[src/rtl/bitwise_logic_pipe_pkg.sv]
// logic_pkg: opcode encodings for the pipelined bitwise logic unit
package logic_pkg;
  typedef logic [2:0] logic_op_t;
  localparam logic_op_t OP_AND   = 3'd0;
  localparam logic_op_t OP_OR    = 3'd1;
  localparam logic_op_t OP_XOR   = 3'd2;
  localparam logic_op_t OP_NAND  = 3'd3;
  localparam logic_op_t OP_NOR   = 3'd4;
  localparam logic_op_t OP_XNOR  = 3'd5;
  localparam logic_op_t OP_ANDN  = 3'd6;
  localparam logic_op_t OP_PASSA = 3'd7;
endpackage

[src/rtl/bitwise_logic_pipe_if.sv]
// bitwise_logic_pipe_if: operand/result valid-ready bus; LOGIC_POPCNT_EN adds out_popcnt
interface bitwise_logic_pipe_if import logic_pkg::*; #(parameter int WIDTH = 32);
  logic in_valid, in_ready, out_valid, out_ready, out_zero;
  logic [WIDTH-1:0] in_a, in_b, out_res;
  logic_op_t in_op;
`ifdef LOGIC_POPCNT_EN
  logic [$clog2(WIDTH+1)-1:0] out_popcnt;
  modport master(output in_valid, in_a, in_b, in_op, out_ready,
                 input in_ready, out_valid, out_res, out_zero, out_popcnt);
  modport slave(input in_valid, in_a, in_b, in_op, out_ready,
                output in_ready, out_valid, out_res, out_zero, out_popcnt);
`else
  modport master(output in_valid, in_a, in_b, in_op, out_ready,
                 input in_ready, out_valid, out_res, out_zero);
  modport slave(input in_valid, in_a, in_b, in_op, out_ready,
                output in_ready, out_valid, out_res, out_zero);
`endif
endinterface

[src/rtl/bitwise_logic_pipe_core.sv]
// bitwise_logic_core: combinational width-agnostic 8-way bitwise op mux
module bitwise_logic_core import logic_pkg::*; #(parameter int WIDTH = 32) (
  input  logic [WIDTH-1:0] a,
  input  logic [WIDTH-1:0] b,
  input  logic_op_t        op,
  output logic [WIDTH-1:0] res
);
  always_comb begin
    case (op)
      OP_AND:  res = a & b;
      OP_OR:   res = a | b;
      OP_XOR:  res = a ^ b;
      OP_NAND: res = ~(a & b);
      OP_NOR:  res = ~(a | b);
      OP_XNOR: res = ~(a ^ b);
      OP_ANDN: res = a & ~b;
      default: res = a;
    endcase
  end
endmodule

[src/rtl/bitwise_logic_pipe.sv]
// bitwise_logic_pipe: two-stage valid/ready bitwise logic unit with zero flag and result counter
// LOGIC_POPCNT_EN adds a registered popcount of the result on the bus.
module bitwise_logic_pipe import logic_pkg::*; #(
  parameter int WIDTH = 32,
  parameter int CNT_WIDTH = 16
) (
  input  logic                 clk,
  input  logic                 rst_n,
  bitwise_logic_pipe_if.slave  bus,
  input  logic                 cnt_clr,
  output logic [CNT_WIDTH-1:0] out_count
);
  logic s1_valid, s2_valid, s1_adv, s2_adv;
  logic [WIDTH-1:0] s1_a, s1_b, res;
  logic_op_t s1_op;
  assign s2_adv = !s2_valid || bus.out_ready;
  assign s1_adv = !s1_valid || s2_adv;
  assign bus.in_ready = s1_adv;
  assign bus.out_valid = s2_valid;
  bitwise_logic_core #(.WIDTH(WIDTH)) u_core (.a(s1_a), .b(s1_b), .op(s1_op), .res(res));
  always_ff @(posedge clk or negedge rst_n) begin
    if (!rst_n) begin
      s1_valid <= 1'b0;
      s1_a <= '0;
      s1_b <= '0;
      s1_op <= OP_AND;
      s2_valid <= 1'b0;
      bus.out_res <= '0;
      bus.out_zero <= 1'b0;
    end else begin
      if (s1_adv) begin
        s1_valid <= bus.in_valid;
        if (bus.in_valid) begin
          s1_a <= bus.in_a;
          s1_b <= bus.in_b;
          s1_op <= bus.in_op;
        end
      end
      if (s2_adv) begin
        s2_valid <= s1_valid;
        if (s1_valid) begin
          bus.out_res <= res;
          bus.out_zero <= ~|res;
        end
      end
    end
  end
  always_ff @(posedge clk or negedge rst_n) begin
    if (!rst_n) out_count <= '0;
    else if (cnt_clr) out_count <= '0;
    else if (s2_valid && bus.out_ready) out_count <= out_count + CNT_WIDTH'(1);
  end
`ifdef LOGIC_POPCNT_EN
  localparam int PW = $clog2(WIDTH+1);
  logic [PW-1:0] pc;
  always_comb begin
    pc = '0;
    for (int i = 0; i < WIDTH; i++) pc = pc + PW'(res[i]);
  end
  always_ff @(posedge clk or negedge rst_n) begin
    if (!rst_n) bus.out_popcnt <= '0;
    else if (s2_adv && s1_valid) bus.out_popcnt <= pc;
  end
`endif
endmodule

[src/flat_wrapper.sv]
// flat-port wrapper written by rule: the top's interface ports become plain ports
module bitwise_logic_pipe_flat import logic_pkg::*;
#(
  parameter int WIDTH = 32,
  parameter int CNT_WIDTH = 16
)
  (clk, rst_n, cnt_clr, out_count, bus_in_valid, bus_in_a, bus_in_b, bus_in_op, bus_out_ready, bus_in_ready, bus_out_valid, bus_out_res, bus_out_zero);
  bitwise_logic_pipe_if #(.WIDTH(WIDTH)) bus_i ();
  input  logic clk;
  input  logic rst_n;
  input  logic cnt_clr;
  output logic [CNT_WIDTH-1:0] out_count;
  input wire logic [$bits(bus_i.in_valid)-1:0] bus_in_valid;
  input wire logic [$bits(bus_i.in_a)-1:0] bus_in_a;
  input wire logic [$bits(bus_i.in_b)-1:0] bus_in_b;
  input wire logic [$bits(bus_i.in_op)-1:0] bus_in_op;
  input wire logic [$bits(bus_i.out_ready)-1:0] bus_out_ready;
  output wire logic [$bits(bus_i.in_ready)-1:0] bus_in_ready;
  output wire logic [$bits(bus_i.out_valid)-1:0] bus_out_valid;
  output wire logic [$bits(bus_i.out_res)-1:0] bus_out_res;
  output wire logic [$bits(bus_i.out_zero)-1:0] bus_out_zero;
  assign bus_i.in_valid = bus_in_valid;
  assign bus_i.in_a = bus_in_a;
  assign bus_i.in_b = bus_in_b;
  assign bus_i.in_op = bus_in_op;
  assign bus_i.out_ready = bus_out_ready;
  assign bus_in_ready = bus_i.in_ready;
  assign bus_out_valid = bus_i.out_valid;
  assign bus_out_res = bus_i.out_res;
  assign bus_out_zero = bus_i.out_zero;
  bitwise_logic_pipe #(.WIDTH(WIDTH), .CNT_WIDTH(CNT_WIDTH)) u_core (.clk(clk), .rst_n(rst_n), .bus(bus_i), .cnt_clr(cnt_clr), .out_count(out_count));
endmodule
[config.mk]
export PLATFORM = sky130hd
export DESIGN_NAME = bitwise_logic_pipe_flat
export DESIGN_NICKNAME = d
export VERILOG_FILES = /design/src/rtl/bitwise_logic_pipe_pkg.sv /design/src/rtl/bitwise_logic_pipe_if.sv /design/src/rtl/bitwise_logic_pipe_core.sv /design/src/rtl/bitwise_logic_pipe.sv /design/src/flat_wrapper.sv
export SDC_FILE = /design/constraint.sdc
export NUM_CORES = 1
export LEC_CHECK = 0
export CORE_ASPECT_RATIO = 1.4
export CORE_MARGIN = 2
export CORE_UTILIZATION = 40
export DETAILED_ROUTE_END_ITERATION = 7
export SYNTH_ARGS = -nofsm -noshare
export SYNTH_HDL_FRONTEND = slang
export SYNTH_SLANG_ARGS = --single-unit
[constraint.sdc]
create_clock -name clk -period 1.8 [get_ports clk]
set_input_delay 0.54 -clock clk [delete_from_list [all_inputs] [get_ports clk]]
set_output_delay 0.54 -clock clk [all_outputs]
set_load 0.02 [all_outputs]
Word-level counts from Yosys, hierarchy flattened. Index checks and enable logic that the tools add are counted.

Bits in registers: 118. Latch bits: 0. Memory bits (writable): 0. Memory bits (read-only): 0. Bits of input ports: 72. Output and inout bits: 51. Logic and storage cells: 37. Memories: 0.

$add $sub $neg: 1. Multipliers: 0. Div/mod/pow operators: 0. Order comparisons: 0. Equality and inequality tests: 6. Shift-type cells: 0. Mux-type cells: 3. Bitwise gates (word level): 8. Reduce and logical (&&, ||, !) cells: 11.

Operators with widths (number): one-hot mux 32 bit (7 select lines) (1); NOT 32 bit (4); AND 32 bit (2); 2-to-1 mux 16 bit (2); bitwise OR 32 bit (1); OR reduction 32 bit (1); bitwise XOR 32 bit (1); adder 16 x 1 -> 16 bit, second input constant (1); == test 3 bit, second input constant (3); == test 3 x 2 -> 1 bit, second input constant (2); AND reduction 2 bit (2); == test 3 x 1 -> 1 bit, second input constant (1); zero test 1 bit (3); zero test 3 bit (1); logical OR 1 bit (2); nonzero test 2 bit (1); logical AND 1 bit (1).

Logic depth before layout (Yosys ltp). Gate-level depths: netlist of run 1.

Word-level depth: 5. Depth in mapped cells: 10. Mapped depth without buffers: 9.

Modules after synthesis. A second synthesis of run 1 with hierarchy kept.

Cells, all modules: 828. Area, all modules: 8242.9 um2.

By module, submodules not included: bitwise_logic_pipe (instances 1, cells an instance 313, area an instance 4643.2 um2, seq. area each 2952.8 um2); bitwise_logic_core (instances 1, cells an instance 515, area an instance 3599.7 um2, seq. area each 0.0 um2).

Worst setup path before layout of run 1. No wires, ideal clock.

Path kind: input-to-reg. Start: in bus_out_ready. End: reg u_core.s1_a[15]. Arrival: 1947 ps. Setup slack: -271 ps. Stages: 5. Path buffers: 2. Cell sequence: nand3b_1 -> nand2_1 -> clkbuf_1 -> buf_2 -> mux2_2.

Word-level cells in the longest chain between the ends: 3.

Ends and longest elaborated chain: start: declaration (line flat_wrapper.sv:17) `input wire logic [$bits(bus_i.out_ready)-1:0] bus_out_ready;`; logical OR 1 bit (line bitwise_logic_pipe.sv:16) `assign s2_adv = !s2_valid || bus.out_ready;`; logical OR 1 bit (line bitwise_logic_pipe.sv:17) `assign s1_adv = !s1_valid || s2_adv;`; AND reduction 2 bit (no line); end signal: assignment (line bitwise_logic_pipe.sv:34) `s1_a <= bus.in_a;`; end: declaration (line bitwise_logic_pipe.sv:14) `logic [WIDTH-1:0] s1_a, s1_b, res;`.

Every way passes these cells. A chain may end at the register's enable or synchronous reset.

Worst setup path after layout of run 1.
Start: reg u_core.s1_op[0]. End: reg u_core.bus.out_zero.

Word-level cells in the longest chain between the ends: 4. Elaborated cells on any way between the ends: 10. Classes of those cells: eq/ne (6); mux (1); reduce/logical (3).

Ends and longest elaborated chain: start: declaration (line bitwise_logic_pipe.sv:15) `logic_op_t s1_op;`; start signal: assignment (line bitwise_logic_pipe.sv:36) `s1_op <= bus.in_op;`; == test 3 bit (tied with other cells) (line bitwise_logic_pipe_core.sv:9) `case (op)`; one-hot mux 32 bit (7 select lines) (*) (line bitwise_logic_pipe_core.sv:9); OR reduction 32 bit (*) (line bitwise_logic_pipe.sv:43) `bus.out_zero <= ~|res;`; zero test 1 bit (*) (line bitwise_logic_pipe.sv:43); end signal: assignment (line bitwise_logic_pipe.sv:43); end: declaration (line bitwise_logic_pipe_if.sv:16) `output in_ready, out_valid, out_res, out_zero);`.

Mark *: on every way between the ends. The rest lies on a longest branch, timed or not.

==> impl_results.md, run 1 <==
- Worst r2r src: u_core.s1_op[0]$_DFFE_PN0P_
- Port bufs: ~120
- DR WL/cell: 16.0 µm
- Syn Nets: around 1000
- Reg2Reg Setup Slack: -0.35 ns
- Fraction of layout cells with a size suffix above 1: between 30% and 40%
- DR vias/cell: about 5.2
- Post-synth top area cell: dfrtp_1
- Final hold violations: 0
- CTS sink count: 118
- GP Congestion: 0.827
- Via count: 7094
- Area Overhead vs Synth: 44.8%
- Count of pins over their slew limit: 0
- Synth top cells by count: dfrtp_1, ha_1, mux2_2, inv_1, nor2_1
- I/O pins: 123
- Grt total ovfl: 0
- Cells after synthesis: ~830
- CTS tree: done
- Static Leak: 5.60 nW
- CP endpoint kind: register
- H-tree depth: 4
- First-pass GRT wire length: 35.2 mm
- Worst-case clock skew: 0.00821 ns
- Clock-pin slew on the worst setup and hold paths: 0.06 ns
- Final WS setup: -0.348 ns
- Part of the cycle the worst path needs: 119%
- # diodes: 0
- Core area: roughly 20000 µm²
- Worst hold path class: input port to async pin
- Placed cell count: 1325
- Post-synthesis register bit count: 118
- VDD IR max: 0.746 mV
- Die Area: 21700 µm²
- Area fraction of the dominant cell type after synthesis: 36.0%
- Slew HR: 66.4%
- Core Rows: 61
- EDFF count, synth: 0
- Die Span X: 125 µm
- Vias in the first global route: 7196
- Max Buffers Root-to-Sink: 2
- Hold WS: 0.00405 ns
- Synth async-reset ratio: 100%
- Initial cell density of the core: 41.0%
- Post-detail-place hpwl: roughly 16 mm
- WS Path Type: register to register
- RR Endpoint: u_core.bus.out_zero$_DFFE_PN0P_
- Final Setup Violations: 11
- Place WS: -0.511 ns
- Clock latency on the worst-skew pair: 0.42 ns
- Final min period: 2.15 ns
- Initial antenna violation count: 0
- Drt first pass iters: 4
- Pwr Density: 1060 nW/µm²
- Final #Nets: 1270
- Outcome: complete, but fails checks
- Post-route ant nets: 0
- Total CTS buffers: 17
- Fin cells: 1366
- Post-Route WL: 21.8 mm
- Worst Path Required: 2.13 ns
- GRT Util Overall: between 20% and 30%
- Sequential fraction of the synthesis area: a little over a third
- Mapped Avg Cell Area: 9.85 µm²
- Die H: about 170 µm
- CTS Root Cell: clkbuf_16
- Fill count: 1756
- Finished Core Util: between 50% and 60%
- Max Fclk: about 470 MHz
- Max-cap check violation count: 0
- RSZ-0062 raised after global routing: yes
- Max FO, Critical Path: 15
- R2R depth: 8
- Syn. warnings: 0
- Count leader, synth: dfrtp_1
- Startpoint types: register
- Largest net degree at the start of global routing: 44
- Residual DRC: 0
- Violated checks: setup timing
- Worst Path Arrival: roughly 2.5 ns
- Ys flop type: dfrtp_1
- Top cells by area, synth: dfrtp_1, ha_1, mux2_2
- Setup_tns: -1.30 ns
- Worst slew pin tran: 0.504 ns
- Mapped Area: 8190 µm²
- Drt initial violations: 296
- Synth cell types: 62
[cell families (layout without fill, tap and decap cells)]
family                     count (synthesis)  count (layout)  synth area share [%]
xor gates and xnor gates                  13              13                  1.39
muxes                                    109             109                  15.4
and+or+nand+nor                          179             179                  10.4
AOI/OAI and AO/OA                        187             187                  14.9
DFF                                      118             118                  36.0
buffers and inverters                    129             411                  7.12
adders and majority gates                 97              97                  14.8
[worst max-delay path: stages, from the launching register on]
cell,delay (ns)
dfrtp_4,0.55
inv_1,0.12
buf_12,0.16
buf_4,0.14
mux4_2,0.34
o22a_1,0.22
nor4_4,0.20
nand4_1,0.14
o31ai_2,0.18
[through the flow]
step                      area (µm²)  power (mW)
after floorplan                 8240        6.33
final                          11900        12.6
after detailed placement       10900        8.81
after CTS                      11600        12.5
after global placement         10900        8.74
after global routing           11900        13.4
[cell type report]
class / instances / area [µm²] / area share, %
repair buffers: 303 / 2720 / 22.9
clock buffers: 21 / 480 / 4.05
flip-flops and latches: 118 / 2960 / 24.9
clock inverters: 11 / 148 / 1.24
inverters: 76 / 288 / 2.43
well taps: 252 / 315 / 2.66
multi-input cells: 585 / 4950 / 41.8
[power breakdown]
group | internal (mW) | switching, mW
clock network | 2.32 | 1.28
registers | 3.19 | 0.363
logic | 2.75 | 2.69
[cells in the final DEF, fill, tap and decap left out, types with 5 or more instances in the layout]
master             n
o211ai_1           9
nor2b_1            7
nand3_1           12
o21ai_0           30
buf_12            11
o221ai_1           9
clkbuf_16         17
mux4_2             5
xor2_1             9
a21oi_1           37
nand2_1           40
dlygate4sd2_1     49
o21ai_1           17
inv_1             73
buf_4            158
a211oi_1           9
nand2b_1          14
buf_6             10
a21oi_2            6
mux2i_1           19
o21ai_2            5
dfrtp_1          115
clkdlybuf4s50_1   69
nor2_1            67
ha_1              93
mux2_2            83
a31oi_1            6
o22ai_1            9
a221oi_1           5
nand4_1            7
[worst max-delay path by stage]
stage / start / end / slack [ns] / cells past startpoint
2_1_floorplan: u_core.s1_a[23]$_DFFE_PN0P_ / u_core.bus.out_zero$_DFFE_PN0P_ / -0.07 / 9
5_1_grt: u_core.s1_op[1]$_DFFE_PN0P_ / u_core.bus.out_zero$_DFFE_PN0P_ / -0.46 / 9
4_1_cts: u_core.s1_b[23]$_DFFE_PN0P_ / u_core.bus.out_zero$_DFFE_PN0P_ / -0.35 / 9
3_3_place_gp: bus_out_ready / bus_in_ready / -0.49 / 3
3_5_place_dp: u_core.s1_a[19]$_DFFE_PN0P_ / u_core.bus.out_zero$_DFFE_PN0P_ / -0.51 / 10
6_report: u_core.s1_op[0]$_DFFE_PN0P_ / u_core.bus.out_zero$_DFFE_PN0P_ / -0.35 / 8
[registers in the layout, indices dropped and copies added, names as in the netlist]
name                  cells
u_core.bus.out_res       32
u_core.s1_b              32
u_core.s1_op              3
u_core.s1_valid           1
u_core.out_count         16
u_core.s1_a              32
u_core.bus.out_valid      1
u_core.bus.out_zero       1
[per-layer routing]
| layer | track usage, % | up-vias | routed length (µm) |
|---|---|---|---|
| li1 | - | 3479 | - |
| met1 | 22.8 | 3411 | 8770 |
| met2 | 37.3 | 166 | 11600 |
| met3 | 3.86 | 38 | 850 |
| met4 | 7.45 | 0 | 631 |
| met5 | 0 | - | 0 |
[repair_timing]
| action | in CTS | in global routing |
|---|---|---|
| gates resized for setup | 102 | 46 |
| pin swaps | 10 | 15 |
| endpoints found under the setup margin | 67 | 25 |
| hold buffers | 0 | 0 |
| setup buffers | 4 | 5 |
(Power assumes the default switching activity.)
==> run 2, diff against run 1 <==
--- a/config.mk
+++ b/config.mk
@@ -6,7 +6,7 @@
 export NUM_CORES = 1
 export LEC_CHECK = 0
 export CORE_ASPECT_RATIO = 1.4
-export CORE_MARGIN = 2
+export CORE_MARGIN = 5
 export CORE_UTILIZATION = 40
 export DETAILED_ROUTE_END_ITERATION = 7
 export SYNTH_ARGS = -nofsm -noshare
==> impl_results.md, run 2 (synthesis gave the netlist of run 1 again) <==
- Outcome: complete, but fails checks (unchanged)
- Violated checks: setup timing (unchanged)
- Initial antenna violation count: 0 (unchanged)
- Worst hold path class: input port to async pin (unchanged)
- Post-detail-place hpwl: 16.5 mm (was 16.0 mm)
- Final Setup Violations: 19 (was 11)
- Most frequent cells in the layout: buf_4, dfrtp_1, ha_1, mux2_2, inv_1 (unchanged)
- Worst Path Required: 2.14 ns (was 2.13 ns)
- Place WS: -0.593 ns (was -0.511 ns)
- Critical-path top delay cell: dfrtp_4 (unchanged)
- GRT Util Overall: 19.5% (was 20.2%)
- Clock share of power: 27.1% (was 28.6%)
- DR vias/cell: 5.19 (about the same)
- # diodes: 0 (unchanged)
- Total CTS buffers: 17 (unchanged)
- First-pass GRT wire length: 36.0 mm (was 35.2 mm)
- Comb power frac: 46.0% (was 43.2%)
- Commonest non-fill, non-tap cell in the layout: buf_4 (unchanged)
- Part of the power in registers: 26.9% (was 28.2%)
- Max FO, Critical Path: 12 (was 15)
- Crit-path cells: buf_4, buf_12, o21ai_0, nor2_1, o21ai_2, a21oi_4, nor4_4, buf_4, nand4_1, o31ai_2 (was inv_1, buf_12, buf_4, mux4_2, o22a_1, nor4_4, nand4_1, o31ai_2)
- Worst-case clock skew: 0.0116 ns (was 0.00821 ns)
- Post-Route WL: 22.9 mm (was 21.8 mm)
- I/O pins: 123 (unchanged)
- Core Rows: 62 (was 61)
- Die Span X: 131 µm (was 125 µm)
- Core area: 20300 µm² (was 20000 µm²)
- Drt first pass iters: 5 (was 4)
- Largest registers: u_core.bus.out_res (32), u_core.s1_a (32), u_core.s1_b (32) (unchanged)
- Die Area: 23500 µm² (was 21700 µm²)
- CTS Root Cell: clkbuf_16 (unchanged)
- Via count: 7299 (was 7094)
- Drt initial violations: 292 (was 296)
- Area Overhead vs Synth: 53.3% (was 44.8%)
- R2R depth: 10 (was 8)
- Final min period: 2.24 ns (was 2.15 ns)
- Vias in the first global route: 7288 (was 7196)
- CP endpoint kind: register (unchanged)
- VDD IR max: 0.664 mV (was 0.746 mV)
- Initial cell density of the core: 40.3% (was 41.0%)
- Final WS setup: -0.439 ns (was -0.348 ns)
- Dpl cell area: 10900 µm² (about the same)
- Static Leak: 5.89 nW (was 5.60 nW)
- Fin cells: 1406 (was 1366)
- Design area: 12600 µm² (was 11900 µm²)
- P_sw: 4.50 mW (was 4.32 mW)
- Startpoint types: register (unchanged)
- Post-route ant nets: 0 (unchanged)
- Fraction of layout cells with a size suffix above 1: 38.5% (was 32.8%)
- Critical path's largest stage delay: 0.50 ns (was 0.55 ns)
- DR WL/cell: 16.3 µm (was 16.0 µm)
- Max-cap check violation count: 0 (unchanged)
- Clock-pin slew on the worst setup and hold paths: 0.06 ns (about the same)
- Final hold violations: 0 (unchanged)
- Count of pins over their slew limit: 0 (unchanged)
- RSZ-0062 raised after global routing: yes (unchanged)
- Placed cell count: 1331 (was 1325)
- Die H: 179 µm (was 173 µm)
- Port bufs: 122 (unchanged)
- Final #Nets: 1307 (was 1270)
- Part of the cycle the worst path needs: 124% (was 119%)
- Largest net degree at the start of global routing: 36 (was 44)
- CTS sink count: 118 (unchanged)
- CTS tree: done (unchanged)
- Residual DRC: 0 (unchanged)
- H-tree depth: 4 (unchanged)
- GP Congestion: 0.842 (was 0.827)
- WS Path Type: register to register (unchanged)
- Switching Fraction: 34.2% (was 34.4%)
- Cell mode on critical path: buf_4
- Max Buffers Root-to-Sink: 2 (unchanged)
- Internal Pwr Total: 8.68 mW (was 8.26 mW)
- Worst Path Arrival: 2.58 ns (was 2.48 ns)
- Max Fclk: 447 MHz (was 466 MHz)
- Worst slew pin tran: 0.490 ns (was 0.504 ns)
- Slew HR: 67.2% (was 66.4%)
- Clock latency on the worst-skew pair: 0.42 ns (about the same)
- Grt total ovfl: 0 (unchanged)
- PnR Total Power: 13.2 mW (was 12.6 mW)
- Pwr Density: 1050 nW/µm² (was 1060 nW/µm²)
[run 2: cell types whose count changed in the layout (fill, tap and decap cells not counted), moves of 5 or more]
cell,before,now
buf_4,158,174
a21oi_1,37,25
nor2_1,67,57
buf_6,10,19
a21oi_2,6,14
nor2_2,2,8
o21ai_0,30,24
o21ai_2,5,11
buf_12,11,16
o221ai_1,9,4
[run 2: final cells by class]
| type | count | area (µm²) |
|---|---|---|
| clock buffer | 23 | 498 |
| clock inverter | 8 | 120 |
| fill | 1713 | 7760 |
| inverter | 76 | 300 |
| multi-input combinational | 585 | 5180 |
| sequential | 118 | 2960 |
| tap | 256 | 320 |
| timing repair buffer | 340 | 3180 |
[run 2: timing repair]
item,in CTS,in global routing
pin swaps,20,52
hold buffers,0,0
gates cloned,2,2
setup endpoints to repair,76,31
buffers inserted,18,26
resized for setup,143,90
[run 2: path summary, 6_finish.rpt]
kind                                                      end                                from  slack, ns
max                           u_core.bus.out_zero$_DFFE_PN0P_         u_core.s1_op[0]$_DFFE_PN0P_      -0.44
min                         u_core.bus.out_res[7]$_DFFE_PN0P_                               rst_n       0.05
max reg2reg                   u_core.bus.out_zero$_DFFE_PN0P_         u_core.s1_op[0]$_DFFE_PN0P_      -0.44
min reg2reg                u_core.bus.out_res[26]$_DFFE_PN0P_  u_core.bus.out_res[26]$_DFFE_PN0P_       0.47
max in group asynchronous  u_core.bus.out_res[12]$_DFFE_PN0P_                               rst_n       1.19
min in group clk           u_core.bus.out_res[26]$_DFFE_PN0P_  u_core.bus.out_res[26]$_DFFE_PN0P_       0.47
[run 2: worst max-delay path, delay by kind of cell (launching register included)]
family	cells	cell delay [ns]
buffers and inverters	3	0.47
and+or+nand+nor	3	0.48
DFF	1	0.50
AOI/OAI and AO/OA	4	0.70
[run 2: metal layers]
metal	global-route usage (%)	share of wire [%]	wire length [µm]	up-vias
met4	7.59	2.7	623	0
met5	0	0	0	-
met3	3.47	4.4	1000	40
met1	23.7	41	9450	3522
li1	-	-	-	3546
met2	33.8	52	11800	191
[run 2: through the flow]
| stage | setup TNS [ns] | utilization (%) | hold slack, ns |
|---|---|---|---|
| 3_5_place_dp | -34.88 | 53.7 | 0.474 |
| 3_3_place_gp | -33.36 | 53.7 | 0.465 |
| 6_report | -2.73 | 61.8 | 0.0532 |
| 5_1_grt | -4.33 | 61.8 | 0.0679 |
| 4_1_cts | -1.71 | 59.0 | 0.0579 |
| 2_1_floorplan | -0.0728 | - | 0.244 |
[run 2: power groups by stage]
stage | registers [mW] | logic, mW | clock network (mW)
after detailed placement | 3.61 | 5.19 | 0
after global routing | 3.62 | 6.56 | 3.77
final | 3.54 | 6.07 | 3.57
after CTS | 3.56 | 5.49 | 3.64
after global placement | 3.61 | 5.13 | 0
after floorplan | 3.92 | 2.40 | 0
==> run 3, diff against run 2 <==
--- a/config.mk
+++ b/config.mk
@@ -9,6 +9,7 @@
 export CORE_MARGIN = 5
 export CORE_UTILIZATION = 40
 export DETAILED_ROUTE_END_ITERATION = 7
+export SLEW_MARGIN = 15
 export SYNTH_ARGS = -nofsm -noshare
 export SYNTH_HDL_FRONTEND = slang
 export SYNTH_SLANG_ARGS = --single-unit
==> results of run 3 <==
Final layout, timing and power as in run 2 (identical DEF).
